## src/rtl/usb_in_pkt_ctrl.sv

```systemverilog
// usb_in_pkt_ctrl: IN-endpoint packetizer between the TX packet FIFO and the
// USB SIE transmit interface. It sizes each packet on an IN token, arms the
// FIFO, forwards bytes as the SIE pops them, commits on ACK, and keeps the
// packet for a byte-exact retransmit on timeout.
// Optional feature: define UAC_TX_ZLP_EN to send a zero-length packet after
// an ACKed full-size packet that left the FIFO empty.
module usb_in_pkt_ctrl #(
    parameter int unsigned ASIZE   = 9,
    parameter int unsigned MAX_PKT = 512
) (
    input  logic             CLK,
    input  logic             RSTn,
    input  logic             in_token,
    input  logic             tx_pop,
    input  logic             tx_ack,
    input  logic             tx_timeout,
    input  logic [ASIZE:0]   fifo_wrnum,
    input  logic             fifo_empty,
    input  logic [7:0]       fifo_odata,
    output logic             fifo_read,
    output logic             fifo_txact,
    output logic             fifo_pktfin,
    output logic [7:0]       tx_dat,
    output logic [ASIZE:0]   tx_len,
    output logic             tx_cork,
    output logic             busy
);

    localparam int unsigned   LW      = ASIZE + 1;
    localparam logic [LW-1:0] MAX_LEN = LW'(MAX_PKT);

    typedef enum logic [1:0] {
        S_IDLE     = 2'd0,
        S_ARM      = 2'd1,
        S_SEND     = 2'd2,
        S_WAIT_ACK = 2'd3
    } state_t;

    state_t        r_state;
    state_t        w_state_nxt;
    logic [LW-1:0] r_byte_cnt;
    logic [LW-1:0] r_tx_len;
    logic [LW-1:0] w_size;
    logic          r_tx_cork;
    logic          r_active;
    logic          r_retry_pend;
    logic          w_zlp_pend;
    logic          w_accept;
    logic          w_fifo_read;
    logic          w_pktfin;
    logic          w_unused;

    // Packet sizing uses the fill level only; the empty flag is redundant here.
    assign w_unused = fifo_empty;

    // Packet size when fresh data is offered: min(fill level, max payload).
    assign w_size = (fifo_wrnum > MAX_LEN) ? MAX_LEN : fifo_wrnum;

    assign fifo_read   = w_fifo_read;
    assign fifo_pktfin = w_pktfin;
    assign fifo_txact  = r_active;
    assign busy        = r_active;
    assign tx_dat      = fifo_odata;
    assign tx_len      = r_tx_len;
    assign tx_cork     = r_tx_cork;

    // State register.
    always_ff @(posedge CLK or negedge RSTn) begin
        if (!RSTn) begin
            r_state <= S_IDLE;
        end else begin
            r_state <= w_state_nxt;
        end
    end

    // Next-state decode plus the same-cycle FIFO read and commit strobes.
    always_comb begin
        w_state_nxt = r_state;
        w_accept    = 1'b0;
        w_fifo_read = 1'b0;
        w_pktfin    = 1'b0;
        case (r_state)
            S_IDLE: begin
                if (in_token && !r_tx_cork) begin
                    w_accept    = 1'b1;
                    w_state_nxt = S_ARM;
                end
            end
            S_ARM: begin
                w_state_nxt = (r_tx_len == '0) ? S_WAIT_ACK : S_SEND;
            end
            S_SEND: begin
                w_fifo_read = tx_pop && (r_byte_cnt < r_tx_len);
                if (tx_timeout) begin
                    w_state_nxt = S_IDLE;
                end else if (w_fifo_read && (r_byte_cnt == r_tx_len - LW'(1))) begin
                    w_state_nxt = S_WAIT_ACK;
                end
            end
            S_WAIT_ACK: begin
                if (tx_ack) begin
                    w_pktfin    = 1'b1;
                    w_state_nxt = S_IDLE;
                end else if (tx_timeout) begin
                    w_state_nxt = S_IDLE;
                end
            end
            default: begin
                w_state_nxt = S_IDLE;
            end
        endcase
    end

    // Packet length, byte counter, cork, retry flag and transfer-active level.
    always_ff @(posedge CLK or negedge RSTn) begin
        if (!RSTn) begin
            r_tx_len     <= '0;
            r_byte_cnt   <= '0;
            r_tx_cork    <= 1'b0;
            r_retry_pend <= 1'b0;
            r_active     <= 1'b0;
        end else begin
            r_active <= (w_state_nxt != S_IDLE);

            // Cork re-evaluates only in IDLE; while busy new tokens are ignored anyway.
            if (r_state == S_IDLE) begin
                r_tx_cork <= (fifo_wrnum == '0) && !r_retry_pend && !w_zlp_pend;
            end else begin
                r_tx_cork <= 1'b1;
            end

            // A retransmit reuses the latched length; a pending ZLP sends zero bytes.
            if (w_accept) begin
                if (r_retry_pend) begin
                    r_tx_len <= r_tx_len;
                end else if (w_zlp_pend) begin
                    r_tx_len <= '0;
                end else begin
                    r_tx_len <= w_size;
                end
            end

            if (r_state == S_ARM) begin
                r_byte_cnt <= '0;
            end else if (w_fifo_read) begin
                r_byte_cnt <= r_byte_cnt + LW'(1);
            end

            if ((r_state == S_SEND) && tx_timeout) begin
                r_retry_pend <= 1'b1;
            end else if (r_state == S_WAIT_ACK) begin
                if (tx_ack) begin
                    r_retry_pend <= 1'b0;
                end else if (tx_timeout) begin
                    r_retry_pend <= 1'b1;
                end
            end
        end
    end

`ifdef UAC_TX_ZLP_EN
    logic r_zlp_pend;

    // A full-size packet that drained the FIFO must be terminated by a ZLP.
    always_ff @(posedge CLK or negedge RSTn) begin
        if (!RSTn) begin
            r_zlp_pend <= 1'b0;
        end else if ((r_state == S_WAIT_ACK) && tx_ack) begin
            r_zlp_pend <= (r_tx_len == MAX_LEN) && (fifo_wrnum == '0);
        end
    end

    assign w_zlp_pend = r_zlp_pend;
`else
    assign w_zlp_pend = 1'b0;
`endif

endmodule
```

## config.mk

```make
export PLATFORM = sky130hd
export DESIGN_NAME = usb_in_pkt_ctrl
export DESIGN_NICKNAME = d
export VERILOG_FILES = /design/src/rtl/usb_in_pkt_ctrl.sv
export SDC_FILE = /design/constraint.sdc
export NUM_CORES = 1
export LEC_CHECK = 0
export CAP_MARGIN = 0
export CORE_ASPECT_RATIO = 0.7
export CORE_MARGIN = 2
export CORE_UTILIZATION = 38
export CTS_CLUSTER_SIZE = 24
export DETAILED_ROUTE_END_ITERATION = 8
export PLACE_DENSITY = 0.68
export SETUP_SLACK_MARGIN = 0.02
export SLEW_MARGIN = 0
export SYNTH_ARGS = -nofsm -noshare
export SYNTH_HDL_FRONTEND = slang
export SYNTH_SLANG_ARGS = --single-unit
```

## constraint.sdc

```tcl
create_clock -name CLK -period 2.9 [get_ports CLK]
set_clock_uncertainty 0.15 [all_clocks]
set_input_delay 0.29 -clock CLK [delete_from_list [all_inputs] [get_ports CLK]]
set_output_delay 0.29 -clock CLK [all_outputs]
set_load 0.005 [all_outputs]
```

==> results.py, run 1 <==
metrics = {
    "run_status": {
        "status": "completed",
    },
    "yosys": {
        "ys_ff_latch": 25,
        "synth.net_count": 247,
        "synthesis.instances": 210,
        "synthFlopType": "dfrtp_1",
        "syn_area_um2": 1840,
        "synth-async-reset-ratio_pct": 100,
        "seq_area_frac_synth_pct": 34.0,
        "ys_top_cells_by_count": "25 x dfrtp_1, 17 x inv_1, 16 x o21ai_0, 13 x nor2_1, 12 x ha_1",
        "synth_cell_types": 50,
        "synth_area_leaders": "dfrtp_1 34%, ha_1 8.2%, o21ai_0 4.4%",
        "synth-edff-count": 0,
        "syn_area_per_cell_um2": 8.76,
        "yosys.area.top_type": "dfrtp_1",
        "ys.warnings.count": 0,
        "synth.top_cell.area_share_pct": 34.0,
        "yosysMostFrequentCell": "dfrtp_1",
    },
    "setup_path": {
        "crit_path_start": "tx_len[2]$_DFFE_PN0P_",
        "r2r_slack_ns": 0.41,
        "slowest_stage": "clkdlybuf4s50_1",
        "critical_path_class": "reg2out",
        "reg2reg_depth": 7,
        "worstPathMaxFanout": 6,
        "path_cells": "inv_1 -> ha_1 -> a211oi_2 -> nor2_1 -> o31ai_2 -> nand2_1 -> inv_1 -> clkdlybuf4s50_1",
        "critPathMaxStageDelay_ns": 0.49,
        "timing.rr.end": "r_state[0]$_DFF_PN0_",
        "crit_path_frequent_cell": "inv_1",
        "rr_startpoint": "tx_len[1]$_DFFE_PN0P_",
        "path_delay_family": "buffers and inverters",
        "endpoint_kind": "output pin",
        "crit_buf_inv": 3,
        "cp.required_ns": 2.46,
        "critPathArrivalTime_ns": 2.30,
        "critPathLaunchType": "register",
    },
    "routing": {
        "drc": 0,
        "vias": 1633,
        "drt-pass1-iter-count": 4,
        "drt_iter0_markers": 116,
        "postRouteAntennaNets": 0,
        "wl_per_cell_um": 14.9,
        "wl_um": 4410,
        "vias_per_cell": 5.52,
    },
    "clock_network": {
        "cts.sinks": 25,
        "clkTransAtPathRegs_ns": 0.09,
        "cts_tree": "yes",
        "cts_hold_buf": 0,
        "cts_max_level": 1,
        "cts_buffers": 3,
        "clock_latency_ns": 0.28,
        "cts_buffer_depth": 2,
        "clockRootBuffer": "clkbuf_8",
    },
    "global_routing": {
        "grt.overflow.total": 0,
        "grt_start_max_net_pins": 26,
        "antenna_found_initial": 0,
        "grt_pass1_vias": 1522,
        "grt_pass1_wl_um": 7670,
        "grt_usage_pct": 17.9,
    },
    "sta": {
        "rsz0062_at_grt": "no",
        "fin_ws_ns": 0.159,
        "slew_headroom_pct": 58.9,
        "setup-violations-final": 0,
        "drv_slew": 0,
        "fin_crit_ns": 2.74,
        "hold_viol_final": 0,
        "holdWs_ns": 0.222,
        "fin_tns_setup_ns": 0,
        "max_freq_ghz": 0.365,
        "post-route-period-util_pct": 94.5,
        "tightest_slew_ns": 0.611,
    },
    "floorplanning": {
        "ioPinCount": 48,
        "die_area_um2": 5420,
        "die_w_um": 87.2,
        "core-area_um2": 4730,
        "dieHeight_um": 62.2,
        "initial_core_util_pct": 38.9,
        "fp-row-count": 21,
    },
    "finish": {
        "final_cells": 296,
        "drive_gt1_share_pct": 13.0,
        "utilization_pct": 48.0,
        "finalInstanceArea_um2": 2270,
        "area_growth_pct": 23.4,
        "diodes": 0,
        "nets": 277,
    },
    "power": {
        "ir_drop_uv": 522,
        "switching_share_pct": 41.6,
        "power_density_nw_per_um2": 852,
        "p_seq_share_pct": 33.7,
        "leakagePower_nw": 0.918,
        "switching_power_uw": 806,
        "pwr-share-comb_pct": 55.1,
        "clock_power_share_pct": 11.3,
        "power_mw": 1.94,
        "internal_power_mw": 1.13,
    },
    "place": {
        "dp_slack_ns": 0.317,
        "place_inst": 286,
        "gp_congestion": 0.850,
        "dp_hpwl_um": 3340,
        "io_buffers": 30,
        "placed_area_um2": 2160,
    },
    "job": {
        "max_cap_violations": 0,
    },
    "hold_path": {
        "hold_path_class": "in2async",
    },
}
flip-flops by register name (all words and copies together), names as in the netlist:
register      cells
r_retry_pend      1
busy              1
tx_cork           1
tx_len           10
r_byte_cnt       10
r_state           2
area by class of cell:
type / instances / area (um2)
clock buffer: 4 / 45.0
fill: 469 / 2460
inverter: 18 / 67.6
multi-input combinational: 150 / 1060
sequential: 25 / 632
tap: 57 / 71.3
timing repair buffer: 42 / 390
kinds of logic after synthesis:
logic type               Yosys count  synth area share (%)
AND/OR/NAND/NOR                   76                  23.8
buffers and inverters             35                  9.45
XOR/XNOR                          11                  5.64
flip-flops                        25                  34.0
adder cells (fa/ha/maj)           12                  8.16
AO/OA/AOI/OAI                     51                  19.0
repair_timing:
item                                    CTS  global route
setup buffers                             0             6
endpoints found under the setup margin    1             1
resized for setup                         1             7
pin swaps                                 0             2
placed cells by master, fill, tap and decap left out, types with 2 or more instances in the layout:
| master | Yosys | layout |
|---|---|---|
| nand4_1 | 3 | 3 |
| a21oi_1 | 9 | 9 |
| nand2b_1 | 7 | 7 |
| o2111ai_1 | 2 | 2 |
| nor4_1 | 5 | 4 |
| and3_1 | 4 | 4 |
| nand2_1 | 7 | 7 |
| o31a_1 | 2 | 2 |
| o31ai_1 | 2 | 2 |
| ha_1 | 12 | 11 |
| clkbuf_8 | 0 | 3 |
| nand3b_1 | 8 | 8 |
| nand3_1 | 9 | 9 |
| clkdlybuf4s50_1 | 0 | 30 |
| o21ai_0 | 16 | 16 |
| xor2_1 | 2 | 2 |
| nor2b_1 | 2 | 2 |
| inv_2 | 1 | 2 |
| or4_1 | 2 | 2 |
| dfrtp_1 | 25 | 20 |
| nor2_1 | 13 | 13 |
| nor3_1 | 7 | 7 |
| inv_1 | 17 | 16 |
| o211ai_1 | 3 | 3 |
| dfrtp_2 | 0 | 5 |
| xnor2_1 | 8 | 8 |
| a31oi_1 | 2 | 2 |
| buf_4 | 9 | 12 |
| o2bb2ai_1 | 3 | 3 |
power groups by stage:
stage	clock, mW	combinational, mW	sequential, mW
after floorplan	0	0.633	0.613
after global placement	0	0.957	0.660
after detailed placement	0	0.970	0.664
after CTS	0.221	0.977	0.660
after global routing	0.236	1.20	0.677
final	0.218	1.07	0.652
worst register-to-register path: stages (launching register included):
cell	delay, ns
dfrtp_1	0.43
inv_1	0.13
ha_1	0.20
or3b_1	0.47
o31a_1	0.30
o211a_1	0.23
o311ai_1	0.31
o41ai_2	0.13
per-layer routing:
metal  vias up  share of wire (%)  GRT usage (%)
li1        814                  -              -
met1       791                 58           29.0
met2        24                 38           23.7
met3         4                3.2           4.39
met4         0               0.68           3.08
met5         -                  0              0
worst max-delay path by stage:
stage                            to  slack, ns  cells past startpoint
2_1_floorplan  r_state[0]$_DFF_PN0_       0.60                      7
3_3_place_gp              fifo_read       0.33                      8
3_5_place_dp              fifo_read       0.32                      8
4_1_cts                   fifo_read       0.05                      8
5_1_grt                   fifo_read       0.03                      7
6_report                  fifo_read       0.16                      8
No activity file was read; power rests on OpenSTA's default activity.
==> inputs of run 2 (changes only) <==
--- a/config.mk
+++ b/config.mk
@@ -5,14 +5,14 @@
 export SDC_FILE = /design/constraint.sdc
 export NUM_CORES = 1
 export LEC_CHECK = 0
+export ABC_AREA = 1
 export CAP_MARGIN = 0
 export CORE_ASPECT_RATIO = 0.7
 export CORE_MARGIN = 2
 export CORE_UTILIZATION = 38
 export CTS_CLUSTER_SIZE = 24
 export DETAILED_ROUTE_END_ITERATION = 8
-export PLACE_DENSITY = 0.68
-export SETUP_SLACK_MARGIN = 0.02
+export PLACE_DENSITY = 0.67
 export SLEW_MARGIN = 0
 export SYNTH_ARGS = -nofsm -noshare
 export SYNTH_HDL_FRONTEND = slang
==> results.py, run 2 <==
metrics = {
    "power": {
        "leakagePower_nw": 1.10,
        "ir_drop_uv": 220,
        "power_mw": 1.74,
        "power_density_nw_per_um2": 762,
    },
    "yosys": {
        "seq_area_frac_synth_pct": 32.5,
        "synth-edff-count": 0,
        "synthFlopType": "dfrtp_1",
        "yosys.area.top_type": "dfrtp_1",
        "synthesis.instances": 269,
        "synth_area_leaders": "dfrtp_1 33%, nand2_1 12%, inv_1 8.2%",
        "yosysMostFrequentCell": "nand2_1",
        "ys.warnings.count": 0,
        "synth.net_count": 306,
        "syn_area_per_cell_um2": 7.15,
        "synth-async-reset-ratio_pct": 100,
        "synth.top_cell.area_share_pct": 32.5,
        "syn_area_um2": 1920,
        "ys_top_cells_by_count": "64 x nand2_1, 42 x inv_1, 28 x nand3_1, 25 x dfrtp_1, 24 x nor2_1",
        "ys_ff_latch": 25,
        "synth_cell_types": 31,
    },
    "sta": {
        "fin_ws_ns": 0.214,
        "drv_slew": 0,
        "fin_crit_ns": 2.69,
        "slew_headroom_pct": 75.5,
        "tightest_slew_ns": 0.366,
        "rsz0062_at_grt": "no",
        "fin_tns_setup_ns": 0,
        "setup-violations-final": 0,
        "hold_viol_final": 0,
        "max_freq_ghz": 0.372,
        "post-route-period-util_pct": 92.6,
    },
    "clock_network": {
        "clockRootBuffer": "clkbuf_8",
        "cts_buffer_depth": 2,
        "post-cts-setup-buffers": 0,
        "cts_max_level": 1,
        "clkTransAtPathRegs_ns": 0.09,
        "cts_tree": "yes",
        "clock_latency_ns": 0.27,
        "ctsResizeCount": 0,
        "cts_buffers": 3,
        "cts.sinks": 25,
        "cts_hold_buf": 0,
    },
    "setup_path": {
        "crit_path_frequent_cell": "nand2_1",
        "cp.required_ns": 2.46,
        "endpoint_kind": "output pin",
        "critical_path_class": "reg2out",
        "critPathArrivalTime_ns": 2.25,
        "critPathLaunchType": "register",
        "critPathMaxStageDelay_ns": 0.54,
        "path_cells": "inv_1 -> ha_1 -> nand2_1 -> inv_1 -> nand2_1 -> nand2_1 -> nand2_1 -> nand3_2 -> nor3_2 -> clkdlybuf4s50_1",
        "slowest_stage": "clkdlybuf4s50_1",
        "worstPathMaxFanout": 5,
    },
    "finish": {
        "final_cell_mix": "64 x nand2_1, 42 x inv_1, 30 x clkdlybuf4s50_1",
        "drive_gt1_share_pct": 9.52,
        "finalInstanceArea_um2": 2290,
        "utilization_pct": 47.3,
        "area_growth_pct": 18.9,
        "final_common_cell": "nand2_1",
        "nets": 332,
        "diodes": 0,
    },
    "place": {
        "dp_slack_ns": 0.509,
        "dp_hpwl_um": 3670,
        "placed_area_um2": 2240,
        "io_buffers": 30,
        "gp_congestion": 0.857,
    },
    "routing": {
        "vias": 1745,
        "wl_per_cell_um": 12.6,
        "drc": 0,
        "drt-pass1-iter-count": 4,
        "vias_per_cell": 4.81,
        "wl_um": 4570,
        "postRouteAntennaNets": 0,
        "drt_iter0_markers": 78,
    },
    "global_routing": {
        "grt_pass1_wl_um": 7730,
        "grt_usage_pct": 17.4,
        "antenna_found_initial": 0,
        "grt.overflow.total": 0,
        "grt_start_max_net_pins": 26,
        "grt_pass1_vias": 1621,
    },
    "floorplanning": {
        "core-area_um2": 4830,
        "ioPinCount": 48,
        "dieHeight_um": 63.5,
        "fp-row-count": 21,
        "die_w_um": 89.0,
        "die_area_um2": 5650,
        "initial_core_util_pct": 39.8,
    },
    "run_status": {
        "status": "completed",
    },
    "job": {
        "max_cap_violations": 0,
    },
    "hold_path": {
        "hold_path_class": "in2async",
    },
}
## run 2: cell count changes in the layout (fill, tap and decap cells not counted), moves of 6 or more
cell	delta
nand2b_1	-7
nor2_1	+11
buf_4	-10
nand3b_1	-8
inv_1	+26
nand2_1	+57
nand3_1	+19
nor3_1	-6
## run 2: final timing paths
path / from / end / slack, ns / cells past startpoint
setup / recovery: tx_len[5]$_DFFE_PN0P_ / fifo_read / 0.21 / 10
hold / removal: RSTn / r_byte_cnt[7]$_DFFE_PN0P_ / 0.22 / 2
setup reg to reg: tx_len[5]$_DFFE_PN0P_ / r_byte_cnt[5]$_DFFE_PN0P_ / 0.77 / 13
hold reg to reg: r_state[0]$_DFF_PN0_ / tx_cork$_DFF_PN0_ / 0.45 / 2
max in group asynchronous: RSTn / tx_len[3]$_DFFE_PN0P_ / 2.09 / 2
min in group CLK: fifo_odata[0] / tx_dat[0] / 0.43 / 0
## run 2: worst max-delay path: cells and delay by family (launching register included)
kind	cells	cell delay (ns)
buf+inv	3	0.69
simple gates	6	0.52
flops	1	0.45
fa+ha+maj	1	0.32
## run 2: layout make-up
| type | count | area [um2] |
|---|---|---|
| fillers | 520 | 2550 |
| flip-flops and latches | 25 | 627 |
| multi-input cells | 190 | 1050 |
| repair buffers | 32 | 315 |
| inverters | 43 | 161 |
| well taps | 69 | 86.3 |
| clock buffers | 4 | 45.0 |
## run 2: per-stage QoR
| stage | cells | hold slack (ns) |
|---|---|---|
| final | 363 | 0.224 |
| after global routing | 363 | 0.268 |
| after CTS | 363 | 0.234 |
| after detailed placement | 359 | 0.430 |
| after global placement | 359 | 0.426 |
| after floorplan | 269 | -0.156 |
## run 2: cells by family (layout without fill, tap and decap cells)
kind of cell / count (synthesis) / count (layout) / synth area share, %
adders and majority gates: 12 / 12 / 7.81
and+or+nand+nor: 142 / 142 / 35.2
AOI/OAI and AO/OA: 30 / 30 / 8.98
buffers and inverters: 54 / 79 / 12.8
xor gates and xnor gates: 6 / 6 / 2.73
DFF: 25 / 25 / 32.5
## run 2: metal layers
layer / vias up / share of wire [%] / track usage (%)
met5: - / 0 / 0
met4: 0 / 0.35 / 2.24
met3: 2 / 5.8 / 4.19
met2: 45 / 39 / 24.5
met1: 789 / 55 / 27.4
li1: 909 / - / -
## run 2: power breakdown
group          internal, mW  switching, mW
combinational         0.413          0.538
clock                0.0985          0.116
sequential            0.450          0.127
==> inputs of run 3 (changes only) <==
--- a/config.mk
+++ b/config.mk
@@ -13,6 +13,7 @@
 export CTS_CLUSTER_SIZE = 24
 export DETAILED_ROUTE_END_ITERATION = 8
 export PLACE_DENSITY = 0.67
+export REMOVE_ABC_BUFFERS = 1
 export SLEW_MARGIN = 0
 export SYNTH_ARGS = -nofsm -noshare
 export SYNTH_HDL_FRONTEND = slang
==> results.py, run 3 (synthesis gave the netlist of run 2 again) <==
metrics = {
    "clock_network": {
        "clock_latency_ns": 0.27,
        "cts_hold_buf": 0,
        "cts_buffer_depth": 2,
        "cts_tree": "yes",
        "ctsResizeCount": 0,
        "cts.sinks": 25,
        "post-cts-setup-buffers": 0,
        "cts_buffers": 3,
        "cts_max_level": 1,
        "clkTransAtPathRegs_ns": 0.09,
        "clockRootBuffer": "clkbuf_8",
    },
    "power": {
        "leakagePower_nw": 1.10,
        "ir_drop_uv": 188,
        "power_mw": 1.74,
        "power_density_nw_per_um2": 760,
    },
    "routing": {
        "wl_per_cell_um": 12.6,
        "wl_um": 4580,
        "vias": 1761,
        "drc": 0,
        "drt_iter0_markers": 79,
        "drt-pass1-iter-count": 5,
        "postRouteAntennaNets": 0,
        "vias_per_cell": 4.85,
    },
    "sta": {
        "setup-violations-final": 0,
        "rsz0062_at_grt": "no",
        "max_freq_ghz": 0.370,
        "fin_tns_setup_ns": 0,
        "slew_headroom_pct": 78.5,
        "tightest_slew_ns": 0.319,
        "fin_crit_ns": 2.70,
        "post-route-period-util_pct": 93.1,
        "drv_slew": 0,
        "fin_ws_ns": 0.199,
        "hold_viol_final": 0,
    },
    "setup_path": {
        "cp.required_ns": 2.46,
        "critical_path_class": "reg2out",
        "endpoint_kind": "output pin",
        "critPathArrivalTime_ns": 2.26,
        "critPathLaunchType": "register",
        "worstPathMaxFanout": 3,
    },
    "finish": {
        "final_cell_mix": "64 x nand2_1, 42 x inv_1, 30 x clkdlybuf4s50_1",
        "drive_gt1_share_pct": 9.18,
        "n_fill_cell": 520,
        "final_common_cell": "nand2_1",
        "nets": 332,
        "finalInstanceArea_um2": 2290,
        "diodes": 0,
        "area_growth_pct": 18.9,
    },
    "floorplanning": {
        "core-area_um2": 4830,
        "ioPinCount": 48,
        "initial_core_util_pct": 39.8,
        "die_area_um2": 5650,
        "die_w_um": 89.0,
        "fp-row-count": 21,
        "dieHeight_um": 63.5,
    },
    "global_routing": {
        "antenna_found_initial": 0,
        "grt_pass1_wl_um": 7870,
        "grt.overflow.total": 0,
        "grt_start_max_net_pins": 26,
        "grt_pass1_vias": 1696,
        "grt_usage_pct": 17.8,
    },
    "place": {
        "dp_slack_ns": 0.515,
        "dp_hpwl_um": 3760,
        "gp_congestion": 0.842,
        "io_buffers": 30,
        "placed_area_um2": 2240,
    },
    "hold_path": {
        "hold_path_class": "in2async",
    },
    "run_status": {
        "status": "completed",
    },
    "job": {
        "max_cap_violations": 0,
    },
}
run 3: cell types whose count changed in the layout (fill, tap and decap cells not counted):
cell | before | now
dfrtp_1 | 24 | 25
dfrtp_2 | 1 | 0
run 3: path summary, 6_finish.rpt:
kind                                       start                   endpoint  slack, ns  cells past startpoint
setup reg to reg           tx_len[9]$_DFFE_PN0P_  r_byte_cnt[5]$_DFFE_PN0P_       0.78                     10
max in group asynchronous                   RSTn      tx_len[6]$_DFFE_PN0P_       2.14                      2
hold / removal                              RSTn      tx_len[0]$_DFFE_PN0P_       0.22                      2
setup / recovery           tx_len[9]$_DFFE_PN0P_                  fifo_read       0.20                      7
min in group CLK                   fifo_odata[0]                  tx_dat[0]       0.43                      0
hold reg to reg             r_state[0]$_DFF_PN0_          tx_cork$_DFF_PN0_       0.47                      2
run 3: critical path: stages, from the launching register on:
cell             delay (ns)
dfrtp_1                0.41
inv_1                  0.11
ha_1                   0.33
a21o_1                 0.20
nor2_2                 0.12
nand3_2                0.10
nor3_2                 0.17
clkdlybuf4s50_1        0.54
run 3: metal layers:
layer  up-vias  global-route usage, %  share of wire [%]
met5         -                      0                  0
li1        915                      -                  -
met3         4                   4.98                6.0
met2        58                   26.2                 41
met4         0                   2.43               0.50
met1       784                   26.5                 52
run 3: layout make-up:
type	count	area [um2]	share of cell area, %
Timing Repair Buffer	32	315	13.8
Sequential cell	25	626	27.4
Clock buffer	4	45.0	1.97
Inverter	43	161	7.06
Multi-Input combinational cell	190	1050	46.0
Tap cell	69	86.3	3.78
run 3: report_power, final:
part           total (mW)  leakage, nW  internal, mW  switching [mW]
registers           0.571        0.324         0.449           0.122
clock network       0.217       0.0228        0.0986           0.119
logic               0.949        0.758         0.413           0.537
run 3: through the flow:
stage / hold WS, ns / std cells / utilization (%)
floorplan: -0.156 / 258 / -
global placement: 0.430 / 359 / 46.4
detailed placement: 0.430 / 359 / 46.4
CTS: 0.230 / 363 / 47.3
global route: 0.259 / 363 / 47.3
finish: 0.221 / 363 / 47.3
